===== config.mk =====
export PLATFORM = sky130hd
export DESIGN_NAME = uart_tx_cfg
export DESIGN_NICKNAME = d
export VERILOG_FILES = /design/src/rtl/uart_tx_cfg.sv
export SDC_FILE = /design/constraint.sdc
export NUM_CORES = 1
export LEC_CHECK = 0
export ABC_AREA = 1
export CAP_MARGIN = 25
export CORE_ASPECT_RATIO = 1.4
export CORE_MARGIN = 2
export CORE_UTILIZATION = 55
export DETAILED_ROUTE_END_ITERATION = 7
export DONT_BUFFER_PORTS = 1
export PLACE_DENSITY_LB_ADDON = 0.2
export SYNTH_ARGS = -nofsm -noshare
export SYNTH_HDL_FRONTEND = slang
export SYNTH_SLANG_ARGS = --single-unit

===== constraint.sdc =====
create_clock -name i_Clock -period 3.4 [get_ports i_Clock]
set_input_delay 0.34 -clock i_Clock [delete_from_list [all_inputs] [get_ports i_Clock]]
set_output_delay 0.34 -clock i_Clock [all_outputs]
set_load 0.01 [all_outputs]

===== src/rtl/uart_tx_cfg.sv =====
// UART transmitter with a TX FIFO and a frame format taken at runtime from a config word.
// Each frame latches DIV, data length, parity and stop-bit count when it leaves IDLE.
module uart_tx_cfg #(
   parameter int unsigned UART_DATA_WIDTH   = 9,
   parameter int unsigned CONFIG_DATA_WIDTH = 32,
   parameter int unsigned FIFO_DEPTH        = 16,
   parameter int unsigned FIFO_AW           = 4
) (
   input  logic                         i_Clock,
   input  logic                         i_Reset_n,
   input  logic [CONFIG_DATA_WIDTH-1:0] uart_config_data,
   input  logic                         i_Tx_DV,
   input  logic [UART_DATA_WIDTH-1:0]   i_Tx_Byte,
   output logic                         o_Tx_Ready,
   output logic                         o_Tx_Active,
   output logic                         o_Tx_Serial,
   output logic                         o_Tx_Done,
   output logic [FIFO_AW:0]             o_Fifo_Count
);

   localparam int unsigned DIV_W = 16;
   localparam int unsigned NB_W  = 4;
   localparam int unsigned CNT_W = FIFO_AW + 1;

   typedef enum logic [2:0] {
      S_IDLE   = 3'd0,
      S_START  = 3'd1,
      S_DATA   = 3'd2,
      S_PARITY = 3'd3,
      S_STOP   = 3'd4
   } state_t;

   // FIFO storage and pointers
   logic [UART_DATA_WIDTH-1:0] r_mem [FIFO_DEPTH];
   logic [FIFO_AW-1:0]         r_wr_ptr;
   logic [FIFO_AW-1:0]         r_rd_ptr;
   logic [CNT_W-1:0]           r_count;

   // Transmit engine
   state_t                     r_state;
   logic [UART_DATA_WIDTH-1:0] r_shift;
   logic [DIV_W-1:0]           r_div;
   logic [NB_W-1:0]            r_nbits;
   logic [1:0]                 r_par_mode;
   logic                       r_stop2;
   logic [DIV_W-1:0]           r_clk_cnt;
   logic [NB_W-1:0]            r_bit_idx;
   logic                       r_parity;
   logic                       r_stop_idx;
   logic                       r_serial;
   logic                       r_active;
   logic                       r_done;

   logic                       w_full;
   logic                       w_empty;
   logic                       w_pop;
   logic                       w_push;
   logic                       w_bit_end;
   logic [DIV_W-1:0]           w_cnt_next;
   logic [NB_W-1:0]            w_cfg_n;
   logic [NB_W-1:0]            w_nbits;
   logic                       w_par_acc;
   logic                       w_par_bit;
   logic                       w_unused;

   assign w_full     = (r_count == CNT_W'(FIFO_DEPTH));
   assign w_empty    = (r_count == '0);
   assign w_pop      = (r_state == S_IDLE) && !w_empty;
   assign w_push     = i_Tx_DV && (!w_full || w_pop);
   assign w_bit_end  = (r_clk_cnt == r_div);
   assign w_cnt_next = w_bit_end ? '0 : r_clk_cnt + DIV_W'(1);
   assign w_cfg_n    = uart_config_data[19:16];
   assign w_par_acc  = r_parity ^ r_shift[0];
   assign w_unused   = ^{uart_config_data[CONFIG_DATA_WIDTH-1:23]};

   // Clamp the requested data length into the supported 5..UART_DATA_WIDTH range
   always_comb begin
      w_nbits = w_cfg_n;
      if (w_cfg_n < NB_W'(5))
         w_nbits = NB_W'(5);
      else if (32'(w_cfg_n) > UART_DATA_WIDTH)
         w_nbits = NB_W'(UART_DATA_WIDTH);
   end

   always_comb begin
      case (r_par_mode)
         2'b01:   w_par_bit = w_par_acc;
         2'b10:   w_par_bit = ~w_par_acc;
         default: w_par_bit = 1'b1;
      endcase
   end

   always_ff @(posedge i_Clock) begin
      if (w_push)
         r_mem[r_wr_ptr] <= i_Tx_Byte;
   end

   always_ff @(posedge i_Clock or negedge i_Reset_n) begin
      if (!i_Reset_n) begin
         r_wr_ptr <= '0;
         r_rd_ptr <= '0;
         r_count  <= '0;
      end else begin
         if (w_push)
            r_wr_ptr <= r_wr_ptr + FIFO_AW'(1);
         if (w_pop)
            r_rd_ptr <= r_rd_ptr + FIFO_AW'(1);
         case ({w_push, w_pop})
            2'b10:   r_count <= r_count + CNT_W'(1);
            2'b01:   r_count <= r_count - CNT_W'(1);
            default: r_count <= r_count;
         endcase
      end
   end

   // Frame sequencer; line, active and done are all registered here
   always_ff @(posedge i_Clock or negedge i_Reset_n) begin
      if (!i_Reset_n) begin
         r_state    <= S_IDLE;
         r_shift    <= '0;
         r_div      <= '0;
         r_nbits    <= '0;
         r_par_mode <= '0;
         r_stop2    <= 1'b0;
         r_clk_cnt  <= '0;
         r_bit_idx  <= '0;
         r_parity   <= 1'b0;
         r_stop_idx <= 1'b0;
         r_serial   <= 1'b1;
         r_active   <= 1'b0;
         r_done     <= 1'b0;
      end else begin
         r_done <= 1'b0;
         case (r_state)
            S_IDLE: begin
               r_serial <= 1'b1;
               r_active <= 1'b0;
               if (w_pop) begin
                  r_shift    <= r_mem[r_rd_ptr];
                  r_div      <= uart_config_data[15:0];
                  r_nbits    <= w_nbits;
                  r_par_mode <= uart_config_data[21:20];
                  r_stop2    <= uart_config_data[22];
                  r_clk_cnt  <= '0;
                  r_bit_idx  <= '0;
                  r_parity   <= 1'b0;
                  r_stop_idx <= 1'b0;
                  r_serial   <= 1'b0;
                  r_active   <= 1'b1;
                  r_state    <= S_START;
               end
            end
            S_START: begin
               r_clk_cnt <= w_cnt_next;
               if (w_bit_end) begin
                  r_serial <= r_shift[0];
                  r_state  <= S_DATA;
               end
            end
            S_DATA: begin
               r_clk_cnt <= w_cnt_next;
               if (w_bit_end) begin
                  r_parity  <= w_par_acc;
                  r_shift   <= r_shift >> 1;
                  r_bit_idx <= r_bit_idx + NB_W'(1);
                  if (r_bit_idx == r_nbits - NB_W'(1)) begin
                     if (r_par_mode == 2'b00) begin
                        r_serial <= 1'b1;
                        r_state  <= S_STOP;
                     end else begin
                        r_serial <= w_par_bit;
                        r_state  <= S_PARITY;
                     end
                  end else begin
                     r_serial <= r_shift[1];
                  end
               end
            end
            S_PARITY: begin
               r_clk_cnt <= w_cnt_next;
               if (w_bit_end) begin
                  r_serial <= 1'b1;
                  r_state  <= S_STOP;
               end
            end
            S_STOP: begin
               r_clk_cnt <= w_cnt_next;
               r_serial  <= 1'b1;
               if (w_bit_end) begin
                  if (r_stop2 && !r_stop_idx) begin
                     r_stop_idx <= 1'b1;
                  end else begin
                     r_done   <= 1'b1;
                     r_active <= 1'b0;
                     r_state  <= S_IDLE;
                  end
               end
            end
            default: begin
               r_state   <= S_IDLE;
               r_serial  <= 1'b1;
               r_active  <= 1'b0;
               r_clk_cnt <= '0;
            end
         endcase
      end
   end

   assign o_Tx_Ready   = ~w_full;
   assign o_Tx_Active  = r_active;
   assign o_Tx_Serial  = r_serial;
   assign o_Tx_Done    = r_done;
   assign o_Fifo_Count = r_count;

endmodule


## After elaboration in Yosys (flattened, before gate mapping)

Memories as Yosys holds them, arrays and structs flattened.
Cells that the tools add are included.

| operators by class | value |
|---|---|
| muxes and demuxes | 44 |
| bitwise operators | 4 |
| $lt $le $gt $ge | 2 |
| reductions and logical operators | 21 |
| equality and inequality tests | 19 |
| add/sub/neg operators | 7 |

Operators by type and width:

| kind | number |
|---|---|
| two-way mux 16 bit | 2 |
| case mux 16 bit (2 select lines) | 1 |
| two-way mux 3 bit | 8 |
| two-way mux 1 bit | 18 |
| two-way mux 9 bit | 2 |
| case mux 9 bit (2 select lines) | 1 |
| adder 16 x 1 -> 16 bit (second input constant) | 1 |
| equality test 16 bit | 1 |
| two-way mux 4 bit | 4 |
| inequality test 2 bit (second input constant) | 8 |
| case mux 3 bit (5 select lines) | 1 |
| adder 4 x 1 -> 4 bit (second input constant) | 3 |
| case mux 5 bit (2 select lines) | 1 |
| AND reduction 3 bit | 3 |
| case mux 4 bit (2 select lines) | 1 |
| AND reduction 7 bit | 1 |
| equality test 3 x 2 -> 1 bit (second input constant) | 2 |
| case mux 1 bit (2 select lines) | 3 |
| nonzero test 2 bit | 3 |
| adder 5 x 1 -> 5 bit (second input constant) | 1 |
| equality test 5 bit (second input constant) | 1 |
| zero test 5 bit | 1 |
| subtractor 5 x 1 -> 5 bit (second input constant) | 1 |
| equality test 2 x 1 -> 1 bit (second input constant) | 2 |
| 20 further kinds | 27 |

| word-level totals | value |
|---|---|
| memories kept | 1 |
| memory bits (writable) | 144 |
| flip-flop bits (word level) | 73 |

Memory list:

| memory | depth | bits a word | read ports | clocked after memory_dff | wr ports | RTL line | source |
|---|---|---|---|---|---|---|---|
| r_mem | 16 | 9 | 1 | 0 | 1 | 34 | `logic [UART_DATA_WIDTH-1:0] r_mem [FIFO_DEPTH];` |

## Logic depth before layout (Yosys ltp)

| depth | value |
|---|---|
| depth after elaboration | 7 |
| mapped depth | 14 |

## Worst setup path after synthesis

Ideal clock, no wire load.

| timing path | value |
|---|---|
| path type | register to register |
| from | register r_state[2] |
| to | register r_count[4], in the netlist o_Fifo_Count[4] |
| setup slack | 1187 ps |
| data arrival time | 2095 ps |
| required time | 3282 ps |
| buffers on the path | 0 |
| cell stages (with the launch flop) | 15 |
| path through | dfrtp_1 -> inv_1 -> nand2_2 -> nor2_4 -> nand2_2 -> nor2_1 -> inv_1 -> fa_1 -> inv_1 -> a21oi_1 -> o21bai_1 -> or2_0 -> nand2_1 -> xor2_1 -> inv_1 |

| between the ends | value |
|---|---|
| longest elaborated chain between the ends | 6 |

Ends and longest elaborated chain:

| item | RTL line | source |
|---|---|---|
| start: declaration | 40 | `state_t r_state;` |
| start signal: assignment | 119 | `r_state <= S_IDLE;` |
| start signal: assignment | 150 | `r_state <= S_START;` |
| start signal: assignment | 157 | `r_state <= S_DATA;` |
| zero test 3 bit (*) | 68 | `assign w_pop = (r_state == S_IDLE) && !w_empty;` |
| logical AND 1 bit (*) | 68 |  |
| logical OR 1 bit | 69 | `assign w_push = i_Tx_DV && (!w_full \|\| w_pop);` |
| logical AND 1 bit | 69 |  |
| equality test 2 x 1 -> 1 bit / equality test 2 bit (equally long branches) | 108 | `case ({w_push, w_pop})` |
| case mux 5 bit (2 select lines) / nonzero test 2 bit (equally long branches) | - |  |
| end signal: assignment | 109 | `2'b10: r_count <= r_count + CNT_W'(1);` |
| end signal: assignment | 110 | `2'b01: r_count <= r_count - CNT_W'(1);` |
| end signal: assignment | 111 | `default: r_count <= r_count;` |
| end: declaration | 37 | `logic [CNT_W-1:0] r_count;` |

Every way passes the cells marked *; elsewhere a longest branch is shown, timed or not.
A chain may end at the register's enable or synchronous reset.

## Worst setup path in the final report

| timing path | value |
|---|---|
| from | register r_count[0], in the netlist o_Fifo_Count[0] |
| to | memory r_mem[7][0] (enable) |

| between the ends | value |
|---|---|
| longest elaborated chain between the ends | 7 |

Ends and longest elaborated chain:

| item | RTL line | source |
|---|---|---|
| zero test 5 bit | 67 | `assign w_empty = (r_count == '0);` |
| zero test 1 bit | 68 |  |
| logical AND 1 bit | 68 |  |
| logical OR 1 bit (*) | 69 |  |
| logical AND 1 bit (*) | 69 |  |
| two-way mux 1 bit (*) | 94 | `if (w_push)` |
| two-way mux 1 bit (not written as such) (*) | 95 | `r_mem[r_wr_ptr] <= i_Tx_Byte;` |
| end: declaration | 34 |  |

Marks and branches as above.

==> results_tabular.tex <==
\begin{tabular}{lr}
\hline
Metric & Value \\
\hline
\multicolumn{2}{l}{\textbf{Status}} \\
\quad Status & completed \\
\multicolumn{2}{l}{\textbf{CTS}} \\
\quad Clock sink count & 217 \\
\quad CTS clk-pin slew, worst paths & 0.06 ns \\
\quad Maximum clock insertion buffer count & 3 \\
\quad Num CTS Buffers & 22 \\
\quad Post-CTS resize count & 0 \\
\quad Clock latency on the worst-skew pair & around 0.50 ns \\
\quad CTS tree & built \\
\quad Clock root cell & sky130\_fd\_sc\_hd\_\_clkbuf\_16 \\
\quad H-tree Lvls & 1 \\
\quad Post-CTS Setup Repair Bufs & 0 \\
\multicolumn{2}{l}{\textbf{Timing}} \\
\quad Number of hold violations in the final report & 0 \\
\quad Measured slew at the worst slew-check pin & $\sim$0.92 ns \\
\quad Final Slew Violations & 0 \\
\quad Setup repair after global routing missed its margin & false \\
\quad Achievable clock frequency & just over 400 MHz \\
\quad Setup-violating endpoint count in the final report & 0 \\
\quad Worst Slack Setup Final & 0.994 ns \\
\quad Final setup skew & 0.0146 ns \\
\quad Period Utilization, post-route & 0.708 \\
\quad Setup total negative slack & 0 ns \\
\quad Shortest clock period the worst path allows after layout & 2.41 ns \\
\quad Worst slew margin relative to its limit & 0.390 \\
\multicolumn{2}{l}{\textbf{Critical path}} \\
\quad Slowest Stage Delay on Critical Path & $\sim$0.65 ns \\
\quad Data arrival time of the critical path & about 2.5 ns \\
\quad Largest driver fanout on the critical path & 9 \\
\quad Worst setup startpoint & o\_Fifo\_Count[0]\$\_DFFE\_PN0P\_ \\
\quad Setup slack on the worst flop-to-flop path & 0.99 ns \\
\quad R2R cell count & 6 \\
\quad R2R Path Start & o\_Fifo\_Count[0]\$\_DFFE\_PN0P\_ \\
\quad Worst setup SP type & flip-flop \\
\quad Slowest stage cell on the critical path & sky130\_fd\_sc\_hd\_\_nor2\_1 \\
\quad Cell Chain, Critical Path & inv\_1 -> nand4\_1 -> o21ai\_1 -> nor2\_1 -> inv\_1 -> nor2\_1 \\
\quad R2r endpoint & r\_mem[7][0]\$\_DFFE\_PP\_ \\
\quad Path type of the worst setup path & flip-flop to flip-flop \\
\quad End point of the critical path & r\_mem[7][0]\$\_DFFE\_PP\_ \\
\quad Kind of capture point of the worst setup path & flip-flop \\
\quad Required time worst endpoint & 3.53 ns \\
\multicolumn{2}{l}{\textbf{Floorplan}} \\
\quad Boundary pin count & 53 \\
\quad Die Outline Area & 19300 um2 \\
\quad Die width & 118 um \\
\quad Starting utilization of the core area & 0.559 \\
\quad Core ar. & 17900 um2 \\
\quad Cell Rows & 58 \\
\quad Die boundary height & 163 um \\
\multicolumn{2}{l}{\textbf{Worst hold path}} \\
\quad Path category of the worst min-delay check & input pin to flip-flop \\
\multicolumn{2}{l}{\textbf{Global route}} \\
\quad Total global routing overflow & 0 \\
\quad Antenna violations before repair & 0 \\
\quad Global-route wire length before repair & 35.7 mm \\
\quad Via count of the first global-routing pass & 6961 \\
\quad Total Routing Usage GR & 0.236 \\
\quad Pin count of the biggest net entering global routing & 93 \\
\multicolumn{2}{l}{\textbf{Power}} \\
\quad Overall power after layout & 9640 uW \\
\quad Peak VDD IR & 0.569 mV \\
\quad Leak & 0.00457 uW \\
\quad Power density over cell area & 851 nW/um2 \\
\multicolumn{2}{l}{\textbf{Synthesis}} \\
\quad Dominant register cell in the synthesized netlist & sky130\_fd\_sc\_hd\_\_edfxtp\_1 \\
\quad Most area-hungry cell type in the Yosys netlist & sky130\_fd\_sc\_hd\_\_edfxtp\_1 \\
\quad Post-synthesis async set-or-reset flop share & 0.336 \\
\quad Number of synthesized flops with an enable pin & 144 \\
\quad Count of warnings emitted by yosys & 0 \\
\quad FF+latch count, synth & 217 \\
\quad Post-synthesis cell count & 1019 \\
\quad Number of distinct library cells after synthesis & 38 \\
\quad Sequential share of the synthesized area & 0.617 \\
\quad Synth cell count leaders & sky130\_fd\_sc\_hd\_\_nand2\_1 (184), sky130\_fd\_sc\_hd\_\_nor2\_1 (169), sky130\_fd\_sc\_hd\_\_edfxtp\_1 (144) \\
\quad Synthesized area & 9980 um2 \\
\quad Net count after synthesis & between 1000 and 1500 \\
\quad Synth top area cells & sky130\_fd\_sc\_hd\_\_edfxtp\_1 (43\%), sky130\_fd\_sc\_hd\_\_dfrtp\_1 (18\%), sky130\_fd\_sc\_hd\_\_nand2\_1 (6.9\%) \\
\quad Average footprint of a synthesized cell & 9.79 um2 \\
\quad Portion of synthesized cell area occupied by the leading cell type & 0.433 \\
\quad Cell with the most instances after synthesis & sky130\_fd\_sc\_hd\_\_nand2\_1 \\
\multicolumn{2}{l}{\textbf{Place}} \\
\quad Final GP Congestion & 0.875 \\
\quad Area of placed instances & between 10000 and 15000 um2 \\
\quad PortBufs & 0 \\
\quad Dpl hpwl & 14.0 mm \\
\quad Dpl ws & 1.03 ns \\
\multicolumn{2}{l}{\textbf{Finish}} \\
\quad Area growth from synthesis to final layout & 13.6\% \\
\quad Area of all placed cells without fillers & 11300 um2 \\
\quad Number of filler instances in the final layout & approximately 1400 \\
\quad Diodes inserted & 0 \\
\quad Nets & between 1000 and 1500 \\
\quad Fraction of final layout cells with drive strength greater than 1 & 0.0915 \\
\multicolumn{2}{l}{\textbf{Drt}} \\
\quad Post-detailed-routing wire length & roughly 22 mm \\
\quad Via total after detailed routing & 7129 \\
\quad WL per Instance & 17.1 um \\
\quad Drt initial violations & 539 \\
\quad DRC & 0 \\
\quad Antenna-violating nets left & 0 \\
\quad Number of iterations in the first detailed-routing pass & 5 \\
\quad Avg Vias per Cell & between 5 and 6 \\
\multicolumn{2}{l}{\textbf{Job}} \\
\quad Max cap viols & 0 \\
\hline
\end{tabular}
## metrics by stage
stage,hold WS [ns],instances,util
after floorplan,0.0444,1019,-
after global placement,0.0478,1241,0.576
after detailed placement,0.0471,1241,0.576
after CTS,0.00712,1311,0.635
after global routing,0.0294,1311,0.635
final,0.00276,1311,0.635
## final cells by class
class	instances	area, um2	area share
Clock buffer	29	608	0.0537
Clock inverter	11	130	0.0115
Inverter	99	372	0.0328
Multi-Input combinational cell	663	3260	0.288
Sequential cell	217	6150	0.543
Tap cell	240	300	0.0265
Timing Repair Buffer	52	508	0.0448
## critical path: cells and delay by family, from the launching register on
kind	cells	cell delay, ns
AO/OA/AOI/OAI	1	0.20
buffers and inverters	2	0.26
flip-flops	1	0.46
AND/OR/NAND/NOR	3	1.11
## worst min path at each step
stage                                        to  depth (start not counted)                 start
finish                    r_div[10]$_DFFE_PN0P_                          2  uart_config_data[10]
global route              r_div[10]$_DFFE_PN0P_                          2  uart_config_data[10]
CTS                       r_div[10]$_DFFE_PN0P_                          2  uart_config_data[10]
detailed placement       r_nbits[3]$_DFFE_PN0P_                          0             i_Reset_n
global placement         r_nbits[3]$_DFFE_PN0P_                          0             i_Reset_n
floorplan           o_Fifo_Count[0]$_DFFE_PN0P_                          0             i_Reset_n
## logic make-up after synthesis
| logic type | count (synthesis) | share of synthesized area |
|---|---|---|
| fa+ha+maj | 15 | 0.0196 |
| xor+xnor | 21 | 0.0184 |
| simple gates | 487 | 0.206 |
| flops | 217 | 0.617 |
| compound gates | 140 | 0.0829 |
| buf+inv | 139 | 0.0567 |
## power by group
| part | internal, uW | total, uW | switching [uW] |
|---|---|---|---|
| clock | 1490 | 2460 | 970 |
| sequential | 3340 | 3680 | 336 |
| combinational | 1150 | 3510 | 2350 |
## timing repair
item,4_1_cts,5_1_grt
hold buffers,30,0
hold endpoints to repair,236,0
setup endpoints to repair,0,0
## routing by layer
metal | GRT usage | up-vias | wire, um
met5 | 0 | - | 0
met4 | 0.0832 | 0 | 673
met3 | 0.0374 | 48 | 1140
met2 | 0.441 | 199 | 12000
met1 | 0.275 | 3398 | 8640
li1 | - | 3484 | -
## cells in the final DEF (no fill, tap or decap), types with 5 or more instances in the layout
master,netlist,routed
sky130_fd_sc_hd__o211ai_2,5,5
sky130_fd_sc_hd__a21oi_1,11,11
sky130_fd_sc_hd__ha_1,14,14
sky130_fd_sc_hd__o211ai_1,25,25
sky130_fd_sc_hd__xor2_1,20,20
sky130_fd_sc_hd__buf_4,2,20
sky130_fd_sc_hd__inv_2,19,19
sky130_fd_sc_hd__nand2_1,184,184
sky130_fd_sc_hd__inv_1,78,78
sky130_fd_sc_hd__clkbuf_16,0,23
sky130_fd_sc_hd__nor3_1,14,14
sky130_fd_sc_hd__nand4_1,11,11
sky130_fd_sc_hd__nor2_1,169,169
sky130_fd_sc_hd__edfxtp_1,144,144
sky130_fd_sc_hd__clkinv_1,2,5
sky130_fd_sc_hd__clkbuf_1,16,5
sky130_fd_sc_hd__nand3_1,91,91
sky130_fd_sc_hd__dlygate4sd3_1,0,29
sky130_fd_sc_hd__dfrtp_1,72,71
sky130_fd_sc_hd__o21ai_0,87,87
sky130_fd_sc_hd__or2_2,7,7
## state kept, by name, indices dropped and copies added, names as in the netlist, 2 cells and up
register,count
r_mem,144
r_div,16
r_state,3
o_Fifo_Count,5
r_par_mode,2
r_wr_ptr,4
r_bit_idx,4
r_rd_ptr,4
r_shift,9
r_nbits,4
r_clk_cnt,16
Note: power is estimated with default switching activity, not from simulation.
